`config.mk`:
```
export PLATFORM = sky130hd
export DESIGN_NAME = iter_shifter
export DESIGN_NICKNAME = d
export VERILOG_FILES = /design/src/rtl/iter_shifter.sv
export SDC_FILE = /design/constraint.sdc
export NUM_CORES = 1
export LEC_CHECK = 0
export CAP_MARGIN = 20
export CORE_UTILIZATION = 50
export DETAILED_ROUTE_END_ITERATION = 8
export HOLD_SLACK_MARGIN = 0.1
export PLACE_DENSITY_LB_ADDON = 0.05
export SETUP_SLACK_MARGIN = 0.4
export SLEW_MARGIN = 20
export SYNTH_ARGS = -nofsm -noshare
export SYNTH_HDL_FRONTEND = slang
export SYNTH_SLANG_ARGS = --single-unit
```
`constraint.sdc`:
```
create_clock -name clk -period 4.7 [get_ports clk]
set_input_delay 0.94 -clock clk [delete_from_list [all_inputs] [get_ports clk]]
set_output_delay 0.94 -clock clk [all_outputs]
set_load 0.1 [all_outputs]
```
`src/rtl/iter_shifter.sv`:
```
// Multi-cycle shift/rotate unit: shifts at most STEP positions per clock.
// A valid/ready handshake is used on both the operand and result sides.
module iter_shifter #(
  parameter int WIDTH   = 32,
  parameter int SHAMT_W = 5,
  parameter int STEP    = 4
) (
  input  logic               clk,
  input  logic               rst,
  input  logic               in_valid,
  output logic               in_ready,
  input  logic [WIDTH-1:0]   in_data,
  input  logic [SHAMT_W-1:0] in_shamt,
  input  logic [1:0]         in_mode,
  output logic               out_valid,
  input  logic               out_ready,
  output logic [WIDTH-1:0]   out_data
);

  typedef enum logic [1:0] {
    ST_IDLE  = 2'd0,
    ST_SHIFT = 2'd1,
    ST_DONE  = 2'd2
  } state_t;

  localparam logic [1:0] MODE_SLL = 2'b00;
  localparam logic [1:0] MODE_SRL = 2'b01;
  localparam logic [1:0] MODE_SRA = 2'b10;
  localparam logic [1:0] MODE_ROR = 2'b11;

  // One extra bit so that STEP == WIDTH is representable.
  localparam logic [SHAMT_W:0] STEP_C  = (SHAMT_W+1)'(STEP);
  localparam logic [SHAMT_W:0] WIDTH_C = (SHAMT_W+1)'(WIDTH);

  function automatic logic [WIDTH-1:0] step_shift(
    input logic [WIDTH-1:0] d,
    input logic [1:0]       mode,
    input logic [SHAMT_W:0] s
  );
    logic [SHAMT_W:0] back;
    back = WIDTH_C - s;
    case (mode)
      MODE_SLL: step_shift = d << s;
      MODE_SRL: step_shift = d >> s;
      MODE_SRA: step_shift = $signed(d) >>> s;
      MODE_ROR: step_shift = (d >> s) | (d << back);
      default:  step_shift = d;
    endcase
  endfunction

  state_t             state_q, state_d;
  logic [WIDTH-1:0]   data_q, data_d;
  logic [SHAMT_W-1:0] rem_q, rem_d;
  logic [1:0]         mode_q, mode_d;

  logic [SHAMT_W:0]   rem_ext_s;
  logic [SHAMT_W:0]   step_s;
  logic               last_step_s;

  assign rem_ext_s   = {1'b0, rem_q};
  assign step_s      = (rem_ext_s < STEP_C) ? rem_ext_s : STEP_C;
  assign last_step_s = (rem_ext_s <= STEP_C);

  // State and datapath registers.
  always_ff @(posedge clk or posedge rst) begin
    if (rst) begin
      state_q <= ST_IDLE;
      data_q  <= {WIDTH{1'b0}};
      rem_q   <= {SHAMT_W{1'b0}};
      mode_q  <= 2'b00;
    end else begin
      state_q <= state_d;
      data_q  <= data_d;
      rem_q   <= rem_d;
      mode_q  <= mode_d;
    end
  end

  // Next-state and datapath update.
  always_comb begin
    state_d = state_q;
    data_d  = data_q;
    rem_d   = rem_q;
    mode_d  = mode_q;
    case (state_q)
      ST_IDLE: begin
        if (in_valid) begin
          data_d  = in_data;
          rem_d   = in_shamt;
          mode_d  = in_mode;
          state_d = (in_shamt == {SHAMT_W{1'b0}}) ? ST_DONE : ST_SHIFT;
        end else begin
          state_d = ST_IDLE;
        end
      end
      ST_SHIFT: begin
        // step_s never exceeds rem_q, so the truncation below is lossless.
        data_d = step_shift(data_q, mode_q, step_s);
        rem_d  = rem_q - step_s[SHAMT_W-1:0];
        if (last_step_s) begin
          state_d = ST_DONE;
        end else begin
          state_d = ST_SHIFT;
        end
      end
      ST_DONE: begin
        if (out_ready) begin
          state_d = ST_IDLE;
        end else begin
          state_d = ST_DONE;
        end
      end
      default: begin
        state_d = ST_IDLE;
      end
    endcase
  end

  assign in_ready  = (state_q == ST_IDLE);
  assign out_valid = (state_q == ST_DONE);
  assign out_data  = data_q;

endmodule

```
After elaboration in Yosys (flattened, before gate mapping) --
Cells that the tools add are included.
Word-level totals: bits in registers 41, word-level logic and storage cells 36, output and inout bits 34, bits of input ports 43
Cells by class: multiplexer cells 11, shifts and indexed selects 4, equality and inequality tests 6, bitwise logic cells 1, magnitude comparators 2, reduce and logical (&&, ||, !) cells 6, add/subtract/negate cells 2
Operators with widths (count):
- one-hot mux 32 bit (4 select lines) | 1
- one-hot mux 32 bit (2 select lines) | 1
- 2-to-1 mux 32 bit | 1
- bitwise OR 32 bit | 1
- left shift 32 x 5 -> 32 bit | 1
- left shift 32 x 6 -> 32 bit | 1
- >> shifter 32 x 5 -> 32 bit | 1
- >>> shifter 32 x 5 -> 32 bit | 1
- 2-to-1 mux 5 bit | 2
- one-hot mux 5 bit (2 select lines) | 1
- 2-to-1 mux 2 bit | 4
- == test 2 bit, second input constant | 3
- one-hot mux 2 bit (3 select lines) | 1
- subtractor 6 x 5 -> 6 bit, first input constant | 1
- <= comparator 5 x 3 -> 1 bit, second input constant | 1
- zero test 5 bit | 1
- less-than comparator 5 x 3 -> 1 bit, second input constant | 1
- subtractor 5 bit | 1
- == test 2 x 1 -> 1 bit, second input constant | 2
- zero test 2 bit | 2
- AND reduction 2 bit | 2
- inequality test 2 bit, second input constant | 1
- nonzero test 2 bit | 1

Depth between registers and ports, before layout --
depth after elaboration 7, depth in mapped cells 15, gate-level depth less buffers 8

Least setup slack after synthesis --
OpenSTA, ideal clock, no wires.
kind register to register, from register rem_q[4], to register data_q[25] (netlist: out_data[25]), library setup time 0.129 ns, arrival 3.422 ns, period minus slack after synthesis 3.552 ns, data required time 4.571 ns, path buffers 6, setup slack 1.148 ns, cell stages (with the launch flop) 14, cell sequence dfrtp_1 -> buf_6 -> nor4b_4 -> inv_4 -> buf_6 -> buf_2 -> buf_2 -> ha_1 -> clkbuf_1 -> buf_1 -> mux4_2 -> o221ai_1 -> nand4_1 -> o2bb2ai_1
On the way: cells in the longest elaborated chain, start to end 7, elaborated cells between the ends (all ways) 10, classes of those cells 1 x add/sub; 1 x order compare; 4 x shift; 3 x mux; 1 x bitwise
RTL lines:
- from (decl) | RTL line 53 | logic [SHAMT_W-1:0] rem_q, rem_d;
- from (signal assigned) | RTL line 69 | rem_q <= {SHAMT_W{1'b0}};
- from (signal assigned) | RTL line 74 | rem_q <= rem_d;
- less-than comparator 5 x 3 -> 1 bit | RTL line 61 | assign step_s = (rem_ext_s < STEP_C) ? rem_ext_s : STEP_C;
- 2-to-1 mux 5 bit (*) | RTL line 61
- subtractor 6 x 5 -> 6 bit | RTL line 41 | back = WIDTH_C - s;
- left shift 32 x 6 -> 32 bit | RTL line 46 | MODE_ROR: step_shift = (d >> s) | (d << back);
- bitwise OR 32 bit | RTL line 46
- one-hot mux 32 bit (4 select lines) (*) | RTL line 42 | case (mode)
- one-hot mux 32 bit (2 select lines) (*) | RTL line 85 | case (state_q)
- to (signal assigned) | RTL line 68 | data_q <= {WIDTH{1'b0}};
- to (signal assigned) | RTL line 73 | data_q <= data_d;
- to (decl) | RTL line 52 | logic [WIDTH-1:0] data_q, data_d;
Every way passes the cells marked *; elsewhere a longest branch is shown, timed or not. A chain may end at the register's enable or synchronous reset.

Final worst setup path --
from register data_q[7] (netlist: out_data[7]), to output out_data[7]
RTL lines:
- to (decl) | RTL line 17 | output logic [WIDTH-1:0] out_data
No word-level cell between the ends.

==> key figures <==
Timing
  – Final Slew Violations: 0
  – Final Cycle Share: 69.76%
  – Final setup violation count: 0
  – Endpoints failing hold: 0
  – Setup TNS: 0 ns
  – Rel. slew slack: 22.04%
  – Final WS setup: 1.421 ns
  – RSZ-0062 raised after global routing: no
  – Worst slew pin tran: 1.164 ns
  – Max Fclk: 305.0 MHz
  – Setup Skew: 0.01255 ns
  – Period minus WS final: 3.279 ns

Synthesis
  – Seq/Total Area, Yosys: 18.58%
  – Async S/R FF share, synth: 100.0%
  – Cells after Synth: 654
  – #FFs+latches synth: 41
  – Mapped Nets: 699
  – Synth Cell Area: 0.005523 mm2
  – EDFF count, synth: 0
  – Synth warnings: 0
  – Avg Cell Area, Syn: 8.445 um2
  – Synth Flop Type: dfrtp_1
  – Yosys cell types: 75

Worst setup path
  – Critical path's slowest cell: clkdlybuf4s50_1
  – Worst path bufs/invs: 1
  – Crit path kind: flop to output port
  – Critical Path AT: 2.34 ns
  – Critical Path Start Type: flop
  – Critical Path Max Stage Delay: 1.26 ns
  – CP endpoint kind: output port
  – Worst-path cell chain: clkdlybuf4s50_1
  – Required @ worst endpoint: 3.76 ns
  – Crit-path max FO: 16
  – Critical path's top delay family: buffers and inverters

Clocking
  – Reg clk slew, reported paths: 0.08 ns
  – CTS Hold Bufs: 0
  – Post-cts resize count: 0
  – Clock root cell: clkbuf_8
  – Clock Sinks: 41
  – Post-CTS setup buffers: 0
  – H-tree depth: 2
  – Buffer depth of the longest clock path: 2
  – Clock insertion delay at the later pin of the skew report: around 0.32 ns
  – CTS tree: yes
  – CTS buffer count: 5

Route
  – DR vias/cell: 7.219
  – # DRC: 0
  – Final wirelength: around 20 mm
  – 1st-iter DRT viols: 654
  – Via count: 5804
  – Routed len/inst: roughly 25 um
  – Number of antenna-violating nets in the routed design: 0
  – 1st-pass router iterations: 5

Floorplanning
  – Starting Density: 51.17%
  – Io pins: 77
  – Core Area: between 0.01 and 0.015 mm2
  – Die Y: 107.1 um
  – Row count: 38
  – Width of the chip: 107.1 um
  – Area of the die: 0.01147 mm2

Global routing
  – First-pass GRT wire length: 31.95 mm
  – Total grt overflow: 0
  – GRT Total Usage: ~36%
  – Initial antenna violation count: 0
  – Largest net degree at the start of global routing: 66
  – Vias in the first global route: 5574

Place
  – DP Cell Count: ~800
  – DP HPWL: 12.65 mm
  – Setup WS pre-CTS: about 1.3 ns
  – I/O Buffers: 76
  – RePlAce Congestion: 0.8948

Run
  – Max cap viols: 0

Finish
  – Core Util, Final: 58.27%
  – Fin cells: between 800 and 900
  – Layout cell share with drive strength beyond 1: ~14%
  – Final nets: 708
  – Area Overhead vs Synth: 13.86%
  – # diodes: 0

Status
  – Outcome: finished clean

Hold path
  – Hold Path Class: flop to flop
==> cells in the final DEF, fill, tap and decap left out, types with 11 or more instances in the layout <==
cell,count
mux4_2,40
buf_4,15
nand3_1,13
clkdlybuf4s50_1,76
nor2_1,28
mux2i_1,71
o21ai_0,22
mux2_2,11
dfrtp_1,40
a21oi_1,37
nand2_1,118
a31oi_1,12
==> registers in the layout (all words and copies together), names as in the netlist <==
signal    cells
out_data     32
mode_q        2
rem_q         5
state_q       2
==> metal layers <==
metal / track usage, % / part of all wire (%) / vias up
met5: 0 / 0 / -
met4: 13.99 / 3.2 / 0
met3: 7.173 / 12 / 52
met2: 54.42 / 44 / 437
met1: 51.08 / 41 / 2815
li1: - / - / 2500
==> synth_stat cells (6+ instances only) <==
master / n / share of area [%]
a31oi_1: 12 / 1.4
nand2_1: 118 / 8.0
o211ai_1: 7 / 0.95
mux2_2: 11 / 2.2
o21ai_0: 22 / 2.0
nor3_1: 9 / 0.82
buf_1: 11 / 0.75
a21oi_1: 37 / 3.4
nand3_1: 13 / 1.2
mux2i_1: 71 / 13
nor2_1: 29 / 2.0
o221ai_1: 6 / 0.95
a311oi_1: 7 / 1.1
clkbuf_1: 61 / 4.1
a211oi_1: 6 / 0.82
inv_1: 8 / 0.54
mux4_2: 40 / 16
buf_2: 12 / 1.1
dfrtp_1: 41 / 19
o22ai_1: 6 / 0.68
a21o_1: 7 / 0.95
==> cell type report <==
type | instances | area [um2]
Multi-Input combinational cell | 514 | 4093
Tap cell | 140 | 175.2
Fill cell | 993 | 4504
Clock buffer | 8 | 80.08
Timing Repair Buffer | 91 | 873.3
Sequential cell | 41 | 1027
Inverter | 10 | 40.04
==> final timing paths <==
kind,end,slack [ns],start,depth (start not counted)
max,out_data[7],1.42,out_data[7]$_DFFE_PP0P_,1
min,out_data[30]$_DFFE_PP0P_,0.71,out_data[30]$_DFFE_PP0P_,2
max reg2reg,out_data[19]$_DFFE_PP0P_,1.55,rem_q[2]$_DFFE_PP0P_,8
min reg2reg,out_data[30]$_DFFE_PP0P_,0.71,out_data[30]$_DFFE_PP0P_,2
max in group asynchronous,rem_q[1]$_DFFE_PP0P_,3.19,rst,3
min in group asynchronous,out_data[25]$_DFFE_PP0P_,1.08,rst,3
==> logic make-up (layout without fill, tap and decap cells) <==
| family | Yosys count | count (layout) | share of synthesized area (%) |
|---|---|---|---|
| AOI/OAI and AO/OA | 174 | 174 | 22.47 |
| adders and majority gates | 2 | 2 | 0.4530 |
| buffers and inverters | 99 | 109 | 7.725 |
| DFF | 41 | 41 | 18.58 |
| muxes | 126 | 126 | 33.12 |
| other | 1 | 1 | 0.06790 |
| and+or+nand+nor | 211 | 211 | 17.58 |
==> per-stage QoR <==
step,hold slack (ns),area [um2]
final,0.7138,6289
after CTS,0.7059,6289
after global placement,0.6830,6208
after floorplan,0.6523,5523
after detailed placement,0.6859,6208
after global routing,0.7546,6289
Power is left out: the tool's default activity adds up to more than one toggle a clock period on the data nets, which glitch-free logic cannot reach.
